--- config.mk ---
export PLATFORM = sky130hd
export DESIGN_NAME = core_sequencer
export DESIGN_NICKNAME = d
export VERILOG_FILES = /design/src/rtl/core_sequencer.sv
export SDC_FILE = /design/constraint.sdc
export NUM_CORES = 1
export LEC_CHECK = 0
export BUFFER_PORTS_ARGS = -buffer_cell sky130_fd_sc_hd__buf_2
export CAP_MARGIN = 10
export CORE_AREA = 2 2 39 41
export CTS_BUF_LIST = sky130_fd_sc_hd__clkbuf_2 sky130_fd_sc_hd__clkbuf_4 sky130_fd_sc_hd__clkbuf_8
export DETAILED_ROUTE_END_ITERATION = 7
export DIE_AREA = 0 0 41 43
export PLACE_DENSITY = 0.67
export SLEW_MARGIN = 20
export SYNTH_ARGS = -nofsm -noshare
export SYNTH_HDL_FRONTEND = slang
export SYNTH_SLANG_ARGS = --single-unit
--- constraint.sdc ---
create_clock -name clk -period 1.8 [get_ports clk]
set_input_delay 0.09 -clock clk [delete_from_list [all_inputs] [get_ports clk]]
set_output_delay 0.09 -clock clk [all_outputs]
set_load 0.005 [all_outputs]
--- src/rtl/core_sequencer.sv ---
// Multi-cycle instruction sequencer: IDLE/FETCH/DECODE/EXEC/MEM/WB/TRAP control FSM.
// Optional memory-wait timeout trap is enabled by defining SEQ_MEM_TIMEOUT_EN.
module core_sequencer #(
    parameter int TIMEOUT_CYCLES = 16
) (
    input  logic       clk,
    input  logic       rst,
    input  logic       run,
    input  logic [6:0] opcode,
    input  logic       RegWrite,
    input  logic       MemRead,
    input  logic       MemWrite,
    input  logic       branch,
    input  logic       branch_taken,
    input  logic       imem_ready,
    input  logic       dmem_ready,
    output logic       imem_req,
    output logic       dmem_req,
    output logic       dmem_we,
    output logic       ir_we,
    output logic       pc_we,
    output logic       pc_sel,
    output logic       reg_we,
    output logic       retire,
    output logic       trap,
    output logic [1:0] trap_cause,
    output logic [2:0] state
);

    typedef enum logic [2:0] {
        S_IDLE   = 3'd0,
        S_FETCH  = 3'd1,
        S_DECODE = 3'd2,
        S_EXEC   = 3'd3,
        S_MEM    = 3'd4,
        S_WB     = 3'd5,
        S_TRAP   = 3'd6,
        S_BAD    = 3'd7
    } state_t;

    state_t     state_q, state_d;
    logic       pc_sel_q, pc_sel_d;
    logic       trap_q, trap_d;
    logic [1:0] cause_q, cause_d;

    logic imem_req_c, dmem_req_c, dmem_we_c, ir_we_c;
    logic pc_we_c, pc_sel_c, reg_we_c, retire_c, done_c;
    logic timeout_hit;

    function automatic logic legal_op(input logic [6:0] op);
        case (op)
            7'b0000011, 7'b0010011, 7'b0010111, 7'b0100011, 7'b0110011,
            7'b0110111, 7'b1100011, 7'b1100111, 7'b1101111: legal_op = 1'b1;
            default: legal_op = 1'b0;
        endcase
    endfunction

`ifdef SEQ_MEM_TIMEOUT_EN
    localparam int CW = $clog2(TIMEOUT_CYCLES + 1);
    logic [CW-1:0] wait_cnt_q, wait_cnt_d;

    // Counter only advances while a request is outstanding; any exit clears it.
    always_comb begin
        wait_cnt_d = '0;
        if ((state_q == S_FETCH && !imem_ready) || (state_q == S_MEM && !dmem_ready))
            wait_cnt_d = wait_cnt_q + CW'(1);
    end

    assign timeout_hit = (wait_cnt_q == CW'(TIMEOUT_CYCLES - 1));

    always_ff @(posedge clk) begin
        if (rst) wait_cnt_q <= '0;
        else     wait_cnt_q <= wait_cnt_d;
    end
`else
    assign timeout_hit = 1'b0;
`endif

    always_comb begin
        state_d    = state_q;
        pc_sel_d   = pc_sel_q;
        trap_d     = trap_q;
        cause_d    = cause_q;
        imem_req_c = 1'b0;
        dmem_req_c = 1'b0;
        dmem_we_c  = 1'b0;
        ir_we_c    = 1'b0;
        pc_we_c    = 1'b0;
        pc_sel_c   = 1'b0;
        reg_we_c   = 1'b0;
        retire_c   = 1'b0;
        done_c     = 1'b0;

        case (state_q)
            S_IDLE: begin
                if (run) state_d = S_FETCH;
            end
            S_FETCH: begin
                imem_req_c = 1'b1;
                if (imem_ready) begin
                    ir_we_c = 1'b1;
                    state_d = S_DECODE;
                end else if (timeout_hit) begin
                    state_d = S_TRAP;
                    trap_d  = 1'b1;
                    cause_d = 2'd2;
                end
            end
            S_DECODE: begin
                if (legal_op(opcode)) begin
                    state_d = S_EXEC;
                end else begin
                    state_d = S_TRAP;
                    trap_d  = 1'b1;
                    cause_d = 2'd1;
                end
            end
            S_EXEC: begin
                pc_sel_d = branch & branch_taken;
                if (MemRead | MemWrite) state_d = S_MEM;
                else if (RegWrite)      state_d = S_WB;
                else                    done_c  = 1'b1;
            end
            S_MEM: begin
                dmem_req_c = 1'b1;
                dmem_we_c  = MemWrite;
                if (dmem_ready) begin
                    // A combined read+write is a store and never writes back.
                    if (RegWrite && !(MemRead && MemWrite)) state_d = S_WB;
                    else                                    done_c  = 1'b1;
                end else if (timeout_hit) begin
                    state_d = S_TRAP;
                    trap_d  = 1'b1;
                    cause_d = 2'd2;
                end
            end
            S_WB: begin
                reg_we_c = 1'b1;
                done_c   = 1'b1;
            end
            default: begin
                state_d = S_TRAP;
            end
        endcase

        if (done_c) begin
            pc_we_c  = 1'b1;
            pc_sel_c = pc_sel_d;
            retire_c = 1'b1;
            state_d  = run ? S_FETCH : S_IDLE;
        end
    end

    always_ff @(posedge clk) begin
        if (rst) begin
            state_q  <= S_IDLE;
            pc_sel_q <= 1'b0;
            trap_q   <= 1'b0;
            cause_q  <= 2'd0;
        end else begin
            state_q  <= state_d;
            pc_sel_q <= pc_sel_d;
            trap_q   <= trap_d;
            cause_q  <= cause_d;
        end
    end

    // Strobes are suppressed while reset is asserted so nothing retires in that cycle.
    assign imem_req   = imem_req_c & ~rst;
    assign dmem_req   = dmem_req_c & ~rst;
    assign dmem_we    = dmem_we_c  & ~rst;
    assign ir_we      = ir_we_c    & ~rst;
    assign pc_we      = pc_we_c    & ~rst;
    assign pc_sel     = pc_sel_c   & ~rst;
    assign reg_we     = reg_we_c   & ~rst;
    assign retire     = retire_c   & ~rst;
    assign trap       = trap_q;
    assign trap_cause = cause_q;
    assign state      = state_q;

endmodule

==> metrics <==
total number of vias=518; cts hold-fix bufs=0; Lkg Pwr=~0.00032 µW; die outline width=just over 40 µm; max_cap viols=0; Ys Warns=0; Cell Chain, Critical Path=or3b_4 > o32ai_2 > or2_4 > and2b_1 > buf_2; post-synth cell types=32; Synth Instances=59; CP max stage cell=or3b_4; # H-tree levels=1; Pre-Repair DR Iteration Count=4; final antenna-violating net count=0; final hold violation count=0; GRT Util Overall=0.137; final period utilization=0.950; first-pass GRT wire length=around 1700 µm; DP HPWL=893 µm; worst r2r path cells=6; Top Ports=31; initial core utilization=0.316; Total Power=approximately 460 µW; core area=approximately 1400 µm²; vias in the first global route=approximately 430; final setup TNS=0 ps; Slew Viols, Final=0; gpl congestion=approximately 0.81; clock sinks=5; most frequent cells in the layout=buf_2 (29), inv_1 (4), o21ai_0 (4), a21oi_1 (4), clkbuf_4 (4); run status=completed; final wirelength=1140 µm; worst skew pair latency=~240 ps; RSZ-0062 raised after global routing=false; sw power=roughly 140 µW; Nets=between 100 and 150; largest fanout on the critical path=3; site row count=14; final core utilization=0.457; FF-to-FF setup slack=roughly 110 ps; Setup violations, final=0; hold crit path type=in -> reg; worst setup path endpoint=retire; Vias/cell=about 4.9; clk_skew=between 0.4 and 0.5 ps; Hold Startpoint=imem_ready; worst vdd ir=roughly 530 µV; Setup crit start=state[0]$_SDFFE_PP0P_; Iteration-0 DRC Markers=10; largest net degree at the start of global routing=11; worst reg2reg path startpoint=state[2]$_SDFFE_PP0P_; worst stage delay on the critical path=380 ps; WL/cell=roughly 11 µm; f_max=0.585 GHz; Die Span Y=roughly 43 µm; synth-to-layout area growth=44.3%; WS Path Type=reg -> out; Diodes inserted=0; commonest non-fill, non-tap cell in the layout=buf_2; Syn Nets=76; clk root buf=clkbuf_4; combinational share of power=0.373; Critical Path AT=~1600 ps; share of power burned in registers=0.310; Power Density=about 720 nW/µm²; initial antenna violation count=0; Critical Path Source Type=register; sw frac=0.315; post-synthesis sequential area ratio=0.229; Critical R2R Capture=state[0]$_SDFFE_PP0P_; port buffer count=29; Critical Path Sink Type=primary output; CTS tree=built; flops & latches, synth=5; Worst-path clk slew=approximately 40 ps; Clk pwr share=0.317; die area=between 1500 and 2000 µm²; clk buf depth=2; DR DRC count=0; total grt overflow=0; Int Power=approximately 310 µW; Avg Cell Area, Syn=around 7.4 µm²; Num CTS Buffers=3; WP data required=roughly 1700 ps; synthesized area=about 440 µm²; Final Critical Period=about 1700 ps; share of layout cells above drive strength 1=0.478
-- synthesized netlist by cell type (all sizes together) --
cell     count  area (µm²)
nor3b        1        7.51
o21ai        4        20.0
or2b         1        7.51
conb         1        3.75
or3          1        6.26
and2         3        18.8
nand2        3        11.3
or3b         1        8.76
o41ai        1        16.3
o21a         1        7.51
and2b        1        7.51
a21boi       1        7.51
nor2         1        3.75
nand4        1        6.26
inv          4        15.0
a21o         1        7.51
nor3         3        15.0
o31ai        1        7.51
nor2b        3        18.8
o32ai        1        16.3
nand3        1        5.00
a21oi        4        20.0
a211oi       2        15.0
and3         1        6.26
nand2b       3        18.8
dfxtp        5         100
o211ai       1        7.51
buf          3        22.5
clkbuf       2        8.75
or2          2        12.5
a2111oi      1        8.76
-- cell type report --
type,instances,area [µm²]
fill,146,752
inverter,4,15.0
sequential,5,103
multi-input combinational,45,297
tap,16,20.0
timing repair buffer,32,168
clock buffer,4,30.0
-- critical path: cells and delay by family (launching register included) --
family	cells	cell delay, ps
flip-flops	1	310
AO/OA/AOI/OAI	1	280
AND/OR/NAND/NOR	3	680
buffers and inverters	1	110
-- worst min-delay path by stage --
stage | slack (ps) | to | depth (start not counted)
2_1_floorplan | 250 | state[1]$_SDFFE_PP0P_ | 2
3_3_place_gp | 390 | state[1]$_SDFFE_PP0P_ | 3
3_5_place_dp | 400 | trap_cause[0]$_SDFFE_PP0P_ | 2
4_1_cts | 140 | trap_cause[0]$_SDFFE_PP0P_ | 2
5_1_grt | 140 | state[1]$_SDFFE_PP0P_ | 3
6_report | 140 | state[1]$_SDFFE_PP0P_ | 3
-- power by group through the flow --
stage / combinational (µW) / sequential [µW] / clock (µW)
4_1_cts: 162 / 140 / 150
3_5_place_dp: 161 / 142 / 0
5_1_grt: 191 / 144 / 159
2_1_floorplan: 99.5 / 143 / 0
3_3_place_gp: 161 / 142 / 0
6_report: 171 / 142 / 145
-- registers in the layout (all words and copies together), names as in the netlist --
signal      count
pc_sel_q        1
state           3
trap_cause      1
-- per-stage QoR --
step                hold slack (ps)  worst slack (ps)  cell area (µm²)  cells
finish                          137              90.7              632    106
floorplan                       250               219              438     59
detailed placement              395               249              579    100
global placement                387               231              579    100
CTS                             140              39.3              609    104
global route                    139             0.629              632    106
-- what timing repair did --
action | in CTS | in global routing
gates resized for setup | 0 | 4
endpoints found under the setup margin | 0 | 3
buffers inserted | 0 | 2
-- per-layer routing --
| metal | vias up | share of wire | global-route usage |
|---|---|---|---|
| met5 | - | 0 | 0 |
| met4 | 0 | 0 | 0.0200 |
| met3 | 0 | 0.080 | 0.0681 |
| met2 | 21 | 0.46 | 0.200 |
| met1 | 228 | 0.46 | 0.183 |
| li1 | 269 | - | - |
-- kinds of logic after synthesis --
kind of cell,Yosys count,synth area share
flip-flops,5,0.229
buffers and inverters,9,0.106
other,1,0.00856
AND/OR/NAND/NOR,26,0.351
AO/OA/AOI/OAI,18,0.306
No activity file was read; power rests on OpenSTA's default activity.
